**src/rtl/ltc_monitor.sv**
```systemverilog
// Passive safety checker and statistics block for the traffic-light controller outputs.
// Define LTC_MON_CROSS_SEQ_EN to add sequence/yellow-timing checks on the cross road too.
module ltc_monitor #(
  parameter int unsigned TICK_DIV = 1000,
  parameter int unsigned YMIN     = 2,
  parameter int unsigned YMAX     = 5,
  parameter int unsigned PED_MAX  = 60
) (
  input  logic        clk,
  input  logic        rst,
  input  logic        Jr,
  input  logic        Jy,
  input  logic        Jg,
  input  logic        Cr,
  input  logic        Cy,
  input  logic        Cg,
  input  logic        Pr,
  input  logic        Pg,
  input  logic        N,
  output logic        err,
  output logic [2:0]  err_code,
  output logic [15:0] cycles,
  output logic [7:0]  ped_wait
);

  localparam int unsigned PRE_W = 16;
  localparam int unsigned TMR_W = 8;

  typedef enum logic [1:0] {ST_UNK, ST_G, ST_Y, ST_R} road_e;

  typedef struct packed {
    logic n;
    logic pg;
    logic pr;
    logic cg;
    logic cy;
    logic cr;
    logic jg;
    logic jy;
    logic jr;
  } smp_t;

  function automatic logic onehot3(logic r, logic y, logic g);
    onehot3 = (r & ~y & ~g) | (~r & y & ~g) | (~r & ~y & g);
  endfunction

  function automatic road_e decode(logic y, logic g);
    decode = g ? ST_G : (y ? ST_Y : ST_R);
  endfunction

  function automatic logic bad_move(road_e cur, road_e nxt);
    bad_move = (cur != ST_UNK) && (nxt != cur) &&
               !((cur == ST_G && nxt == ST_Y) ||
                 (cur == ST_Y && nxt == ST_R) ||
                 (cur == ST_R && nxt == ST_G));
  endfunction

  // Yellow timer restarts on entry to Y and counts ticks while Y is held.
  function automatic logic [TMR_W-1:0] ytmr_next(road_e cur, road_e nxt, logic adv,
                                                 logic [TMR_W-1:0] tmr, logic tick);
    ytmr_next = tmr;
    if (adv && nxt == ST_Y) begin
      if (cur != ST_Y)                        ytmr_next = '0;
      else if (tick && tmr != {TMR_W{1'b1}})  ytmr_next = tmr + TMR_W'(1);
    end
  endfunction

  smp_t              smp_q, smp_d;
  logic              vld_q, vld_d;
  logic [PRE_W-1:0]  pre_q, pre_d;
  road_e             jst_q, jst_d;
  logic [TMR_W-1:0]  jyt_q, jyt_d;
  logic              n_prev_q, n_prev_d;
  logic              pg_prev_q, pg_prev_d;
  logic              pend_q, pend_d;
  logic [7:0]        pw_q, pw_d;
  logic              err_q, err_d;
  logic [2:0]        err_code_q, err_code_d;
  logic [15:0]       cycles_q, cycles_d;
  logic [7:0]        ped_wait_q, ped_wait_d;
`ifdef LTC_MON_CROSS_SEQ_EN
  road_e             cst_q, cst_d;
  logic [TMR_W-1:0]  cyt_q, cyt_d;
  road_e             c_nxt;
`endif

  logic       tick_c, adv, c1, c2, c3, c4, c5, c6, c7;
  road_e      j_nxt;
  logic [2:0] code;

  assign tick_c = (pre_q == PRE_W'(TICK_DIV - 1));

  always_comb begin
    pre_d      = tick_c ? '0 : pre_q + PRE_W'(1);
    smp_d      = '{n: N, pg: Pg, pr: Pr, cg: Cg, cy: Cy, cr: Cr, jg: Jg, jy: Jy, jr: Jr};
    vld_d      = 1'b1;
    n_prev_d   = smp_q.n;
    pg_prev_d  = smp_q.pg;
    pend_d     = pend_q;
    pw_d       = pw_q;
    ped_wait_d = ped_wait_q;
    cycles_d   = cycles_q;
    err_d      = err_q;
    err_code_d = err_code_q;
    c7         = 1'b0;
    code       = 3'd0;

    // Static light checks on the registered sample
    c1 = vld_q && !(onehot3(smp_q.jr, smp_q.jy, smp_q.jg) &&
                    onehot3(smp_q.cr, smp_q.cy, smp_q.cg) && (smp_q.pr ^ smp_q.pg));
    c2 = vld_q && (smp_q.jg | smp_q.jy) && (smp_q.cg | smp_q.cy);
    c3 = vld_q && smp_q.pg && (smp_q.jg | smp_q.jy | smp_q.cg | smp_q.cy);
    adv = vld_q && !c1;

    j_nxt = decode(smp_q.jy, smp_q.jg);
    jst_d = adv ? j_nxt : jst_q;
    jyt_d = ytmr_next(jst_q, j_nxt, adv, jyt_q, tick_c);
    c4    = adv && bad_move(jst_q, j_nxt);
    c5    = adv && jst_q == ST_Y && j_nxt != ST_Y && 32'(jyt_q) < YMIN;
    c6    = jst_q == ST_Y && 32'(jyt_q) > YMAX;
    if (adv && jst_q == ST_R && j_nxt == ST_G && cycles_q != 16'hFFFF)
      cycles_d = cycles_q + 16'd1;

`ifdef LTC_MON_CROSS_SEQ_EN
    c_nxt = decode(smp_q.cy, smp_q.cg);
    cst_d = adv ? c_nxt : cst_q;
    cyt_d = ytmr_next(cst_q, c_nxt, adv, cyt_q, tick_c);
    c4    = c4 | (adv && bad_move(cst_q, c_nxt));
    c5    = c5 | (adv && cst_q == ST_Y && c_nxt != ST_Y && 32'(cyt_q) < YMIN);
    c6    = c6 | (cst_q == ST_Y && 32'(cyt_q) > YMAX);
`endif

    // Pedestrian request tracking: service, timeout, count, new request
    if (pend_q && smp_q.pg && !pg_prev_q) begin
      ped_wait_d = pw_q;
      pend_d     = 1'b0;
    end else if (pend_q && 32'(pw_q) > PED_MAX) begin
      c7     = 1'b1;
      pend_d = 1'b0;
    end else if (pend_q) begin
      if (tick_c && pw_q != 8'hFF) pw_d = pw_q + 8'd1;
    end else if (smp_q.n && !n_prev_q) begin
      pend_d = 1'b1;
      pw_d   = '0;
    end

    if      (c1) code = 3'd1;
    else if (c2) code = 3'd2;
    else if (c3) code = 3'd3;
    else if (c4) code = 3'd4;
    else if (c5) code = 3'd5;
    else if (c6) code = 3'd6;
    else if (c7) code = 3'd7;

    if (!err_q && code != 3'd0) begin
      err_d      = 1'b1;
      err_code_d = code;
    end
  end

  always_ff @(posedge clk or negedge rst) begin
    if (!rst) begin
      smp_q      <= '0;
      vld_q      <= 1'b0;
      pre_q      <= '0;
      jst_q      <= ST_UNK;
      jyt_q      <= '0;
      n_prev_q   <= 1'b0;
      pg_prev_q  <= 1'b0;
      pend_q     <= 1'b0;
      pw_q       <= '0;
      err_q      <= 1'b0;
      err_code_q <= '0;
      cycles_q   <= '0;
      ped_wait_q <= '0;
`ifdef LTC_MON_CROSS_SEQ_EN
      cst_q      <= ST_UNK;
      cyt_q      <= '0;
`endif
    end else begin
      smp_q      <= smp_d;
      vld_q      <= vld_d;
      pre_q      <= pre_d;
      jst_q      <= jst_d;
      jyt_q      <= jyt_d;
      n_prev_q   <= n_prev_d;
      pg_prev_q  <= pg_prev_d;
      pend_q     <= pend_d;
      pw_q       <= pw_d;
      err_q      <= err_d;
      err_code_q <= err_code_d;
      cycles_q   <= cycles_d;
      ped_wait_q <= ped_wait_d;
`ifdef LTC_MON_CROSS_SEQ_EN
      cst_q      <= cst_d;
      cyt_q      <= cyt_d;
`endif
    end
  end

  assign err      = err_q;
  assign err_code = err_code_q;
  assign cycles   = cycles_q;
  assign ped_wait = ped_wait_q;

endmodule

```
**config.mk**
```make
export PLATFORM = sky130hd
export DESIGN_NAME = ltc_monitor
export DESIGN_NICKNAME = d
export VERILOG_FILES = /design/src/rtl/ltc_monitor.sv
export SDC_FILE = /design/constraint.sdc
export NUM_CORES = 1
export LEC_CHECK = 0
export BUFFER_PORTS_ARGS = -buffer_cell sky130_fd_sc_hd__buf_2
export CAP_MARGIN = 20
export CORE_ASPECT_RATIO = 2
export CORE_MARGIN = 3
export CORE_UTILIZATION = 30
export DETAILED_ROUTE_END_ITERATION = 7
export HOLD_SLACK_MARGIN = 0.1
export PLACE_DENSITY = 0.6
export SYNTH_ARGS = -nofsm -noshare
export SYNTH_HDL_FRONTEND = slang
export SYNTH_SLANG_ARGS = --single-unit
export TNS_END_PERCENT = 1
```
**constraint.sdc**
```tcl
create_clock -name clk -period 1.9 [get_ports clk]
set_clock_uncertainty 0.05 [all_clocks]
set_input_delay 0.095 -clock clk [delete_from_list [all_inputs] [get_ports clk]]
set_output_delay 0.095 -clock clk [all_outputs]
set_load 0.02 [all_outputs]
```
==> out/metrics.csv <==
stage;metric;value;unit
floorplan;fp.coreArea;11700;um2
setup_path;start_kind;flip-flop;
clocking;cts_sinks;75;
synth;synth-simple-area-share;21.3;%
global_routing;overflow;0;
clocking;htreeDepth;3;
run_status;outcome;finished, violations left;
drt;drt_iter0_drc;129;
setup_path;cpLargestDelayFamily;compound AO/OA/AOI/OAI gates;
layout;ff_latch_area;1880;um2
clocking;cts_tree;yes;
global_routing;grt_usage;13.0;%
setup_path;cpMaxStageDelayCell;or4_1;
layout;drive_above_1_share;31.7;%
setup_path;max_stage_delay;0.55;ns
synth;synth_xor_area_share;8.77;%
power;ir_drop;0.557;mV
clocking;cts.clk_slew.worst_paths;0.06;ns
placed_design;port_buffers;38;
sta;finalCritPeriodShare;107;%
layout;syn_to_final_growth;37.6;%
floorplan;initial_core_util;30.7;%
synth;synth_compound_area_share;11.4;%
synth;syn_inst;340;
synth;synth_nets;358;
global_routing;grt_pass1_vias;3122;
setup_path;path_cells;or4_1 > o31a_1 > a31oi_2 > o21ai_1 > nor2_1 > a211o_1;
layout;finalNetCount;477;
clocking;cts_buffers;9;
synth;synthAdderAreaFrac;2.44;%
setup_path;required;2.12;ns
layout;multiInputGateArea;1710;um2
placed_design;hpwl;6.25;mm
drt;routed_wl;8.30;mm
floorplan;die_y;161;um
placed_design;globalplace.congestion;0.818;
clocking;cts_root_buf;clkbuf_16;
sta;slew_violations;0;
run;maxCapViolCount;0;
clocking;clk_path_buf_depth;2;
setup_path;crit_start;jyt_q[4];
setup_path;crit_fanout;3;
synth;synth_area;3600;um2
sta;finalSetupViolations;14;
layout;final_cell_mix;dfrtp_1, buf_4, buf_2;
layout;antennaDiodeCount;0;
drt;drcViolationCount;0;
setup_path;end_kind;flip-flop;
power;p_leak;2.35;nW
drt;dr.pass1.iters;4;
drt;wl_per_cell;13.6;um
floorplan;core.rowCount;56;
sta;min_period;2.02;ns
synth;yosys_warnings;0;
synth;synth_edf_count;0;
synth;synthArstFlopShare;100;%
drt;avgViaCountPerCell;4.90;
drt;vias;2986;
floorplan;die-area;13400;um2
synth;muxShareOfSynthArea;2.19;%
sta;hold_viol_final;0;
floorplan;die_x;83.4;um
drt;ant_nets;0;
layout;fill_cells;1089;
synth;ys_ff_latch;75;
power;power;3.97;mW
layout;final_common_cell;dfrtp_1;
setup_path;r2r_start;jyt_q[4];
synth;ys_seq_area_share;52.2;%
clocking;clk_latency;0.33;ns
synth;avgSynthCellArea;10.6;um2
sta;rsz0062_at_grt;true;
setup_path;arrival;2.25;ns
power;powerDensity;803;nW/um2
global_routing;antenna_found_initial;0;
setup_path;path_buf_inv;0;
sta;finalWorstSetupSlack;-0.124;ns
setup_path;critPathKind;reg -> reg;
floorplan;ios;39;
placed_design;pre_cts_slack;-0.110;ns
run_status;failed_checks;setup timing;
synth;synth_top_family_by_area;simple AND/OR/NAND/NOR gates;
global_routing;grt_max_degree;59;
synth;ys.flop_type;dfrtp_1;
global_routing;grt_pass1_wl;14.1;mm
sta;fmax;0.494;GHz
worst_hold_path;hp-class;in -> async;
synth;yosys.cell_types.count;57;
==> layer usage <==
layer	up-vias	global-route usage [%]	share of wire, %
met5	-	0	0
met4	0	6.88	2.3
met3	17	2.87	3.1
met2	57	25.3	58
met1	1452	12.5	36
li1	1460	-	-
==> logic make-up after synthesis <==
| group | count (synthesis) |
|---|---|
| compound gates | 60 |
| fa+ha+maj | 7 |
| xor+xnor | 36 |
| mux | 7 |
| buf+inv | 15 |
| simple gates | 139 |
| flops | 75 |
| other cells | 1 |
==> area by class of cell <==
cell class                      count  share of cell area [%]
Clock buffer                        9                    4.55
Clock inverter                      7                    2.35
Inverter                            9                   0.683
Multi-Input combinational cell    250                    34.6
Sequential cell                    75                    37.9
Tap cell                          145                    3.67
Timing Repair Buffer              114                    16.2
==> state kept, by name, summed over array words and instances (netlist names) <==
signal and count:
cycles 16, pre_q 16, jyt_q 8, ped_wait 8, pw_q 8, smp_q 7, err_code 3, jst_q 2
err 1, n_prev_d 1, n_prev_q 1, pend_q 1, pg_prev_d 1, pg_prev_q 1, vld_q 1
==> where the power goes <==
group / switching (mW) / total [mW] / internal (mW)
logic: 0.176 / 0.334 / 0.158
registers: 0.0575 / 1.70 / 1.64
clock network: 0.661 / 1.94 / 1.28
==> path summary, 6_finish.rpt <==
path | end | slack [ns] | depth (start not counted)
setup / recovery | err_code[1] | -0.12 | 6
hold / removal | pre_q[1] | 0.12 | 2
setup reg to reg | err_code[1] | -0.12 | 6
hold reg to reg | n_prev_q | 0.35 | 0
min in group clk | n_prev_d | 0.35 | 2
max in group asynchronous | err_code[2] | 1.09 | 3
==> Yosys cell counts (all sizes together) (2+ instances only) <==
| master | count | area (um2) |
|---|---|---|
| dfrtp | 75 | 1880 |
| nand2 | 34 | 130 |
| nor2 | 29 | 109 |
| nand3 | 21 | 105 |
| xnor2 | 21 | 184 |
| o21ai | 17 | 88.8 |
| xor2 | 15 | 131 |
| a21oi | 13 | 65.1 |
| and3 | 9 | 57.6 |
| inv | 9 | 33.8 |
| and4 | 7 | 61.3 |
| ha | 7 | 87.6 |
| mux2 | 7 | 78.8 |
| nand4 | 7 | 43.8 |
| nor3 | 5 | 25.0 |
| a31oi | 4 | 25.0 |
| and2 | 4 | 25.0 |
| clkbuf | 4 | 15.0 |
| nor4b | 4 | 41.3 |
| o31ai | 4 | 35.0 |
| a211oi | 3 | 27.5 |
| nand2b | 3 | 18.8 |
| nor2b | 3 | 18.8 |
| nor3b | 3 | 27.5 |
| or3 | 3 | 28.8 |
| a211o | 2 | 17.5 |
| a41oi | 2 | 17.5 |
| buf | 2 | 10.0 |
| nand4b | 2 | 17.5 |
| o211ai | 2 | 15.0 |
| o21a | 2 | 15.0 |
| o21bai | 2 | 18.8 |
| o41ai | 2 | 25.0 |
==> metrics by stage <==
stage | TNS (ns) | cells | util (%) | hold WS (ns) | instance area [um2]
after CTS | -0.973 | 608 | 41.9 | 0.116 | 4910
after global routing | -3.46 | 609 | 42.3 | 0.149 | 4950
after detailed placement | -1.09 | 582 | 38.1 | -0.0696 | 4460
after floorplan | -0.141 | 340 | - | -0.251 | 3610
final | -0.877 | 609 | 42.3 | 0.118 | 4950
after global placement | -0.334 | 582 | 38.1 | -0.0713 | 4460
==> timing repair <==
item | in CTS | in global routing
hold buffers | 10 | 0
resized for setup | 5 | 11
pin swaps | 7 | 5
setup endpoints to repair | 28 | 35
buffers inserted | 0 | 1
hold endpoints to repair | 84 | 0
Power figures use the tool's default switching activity.
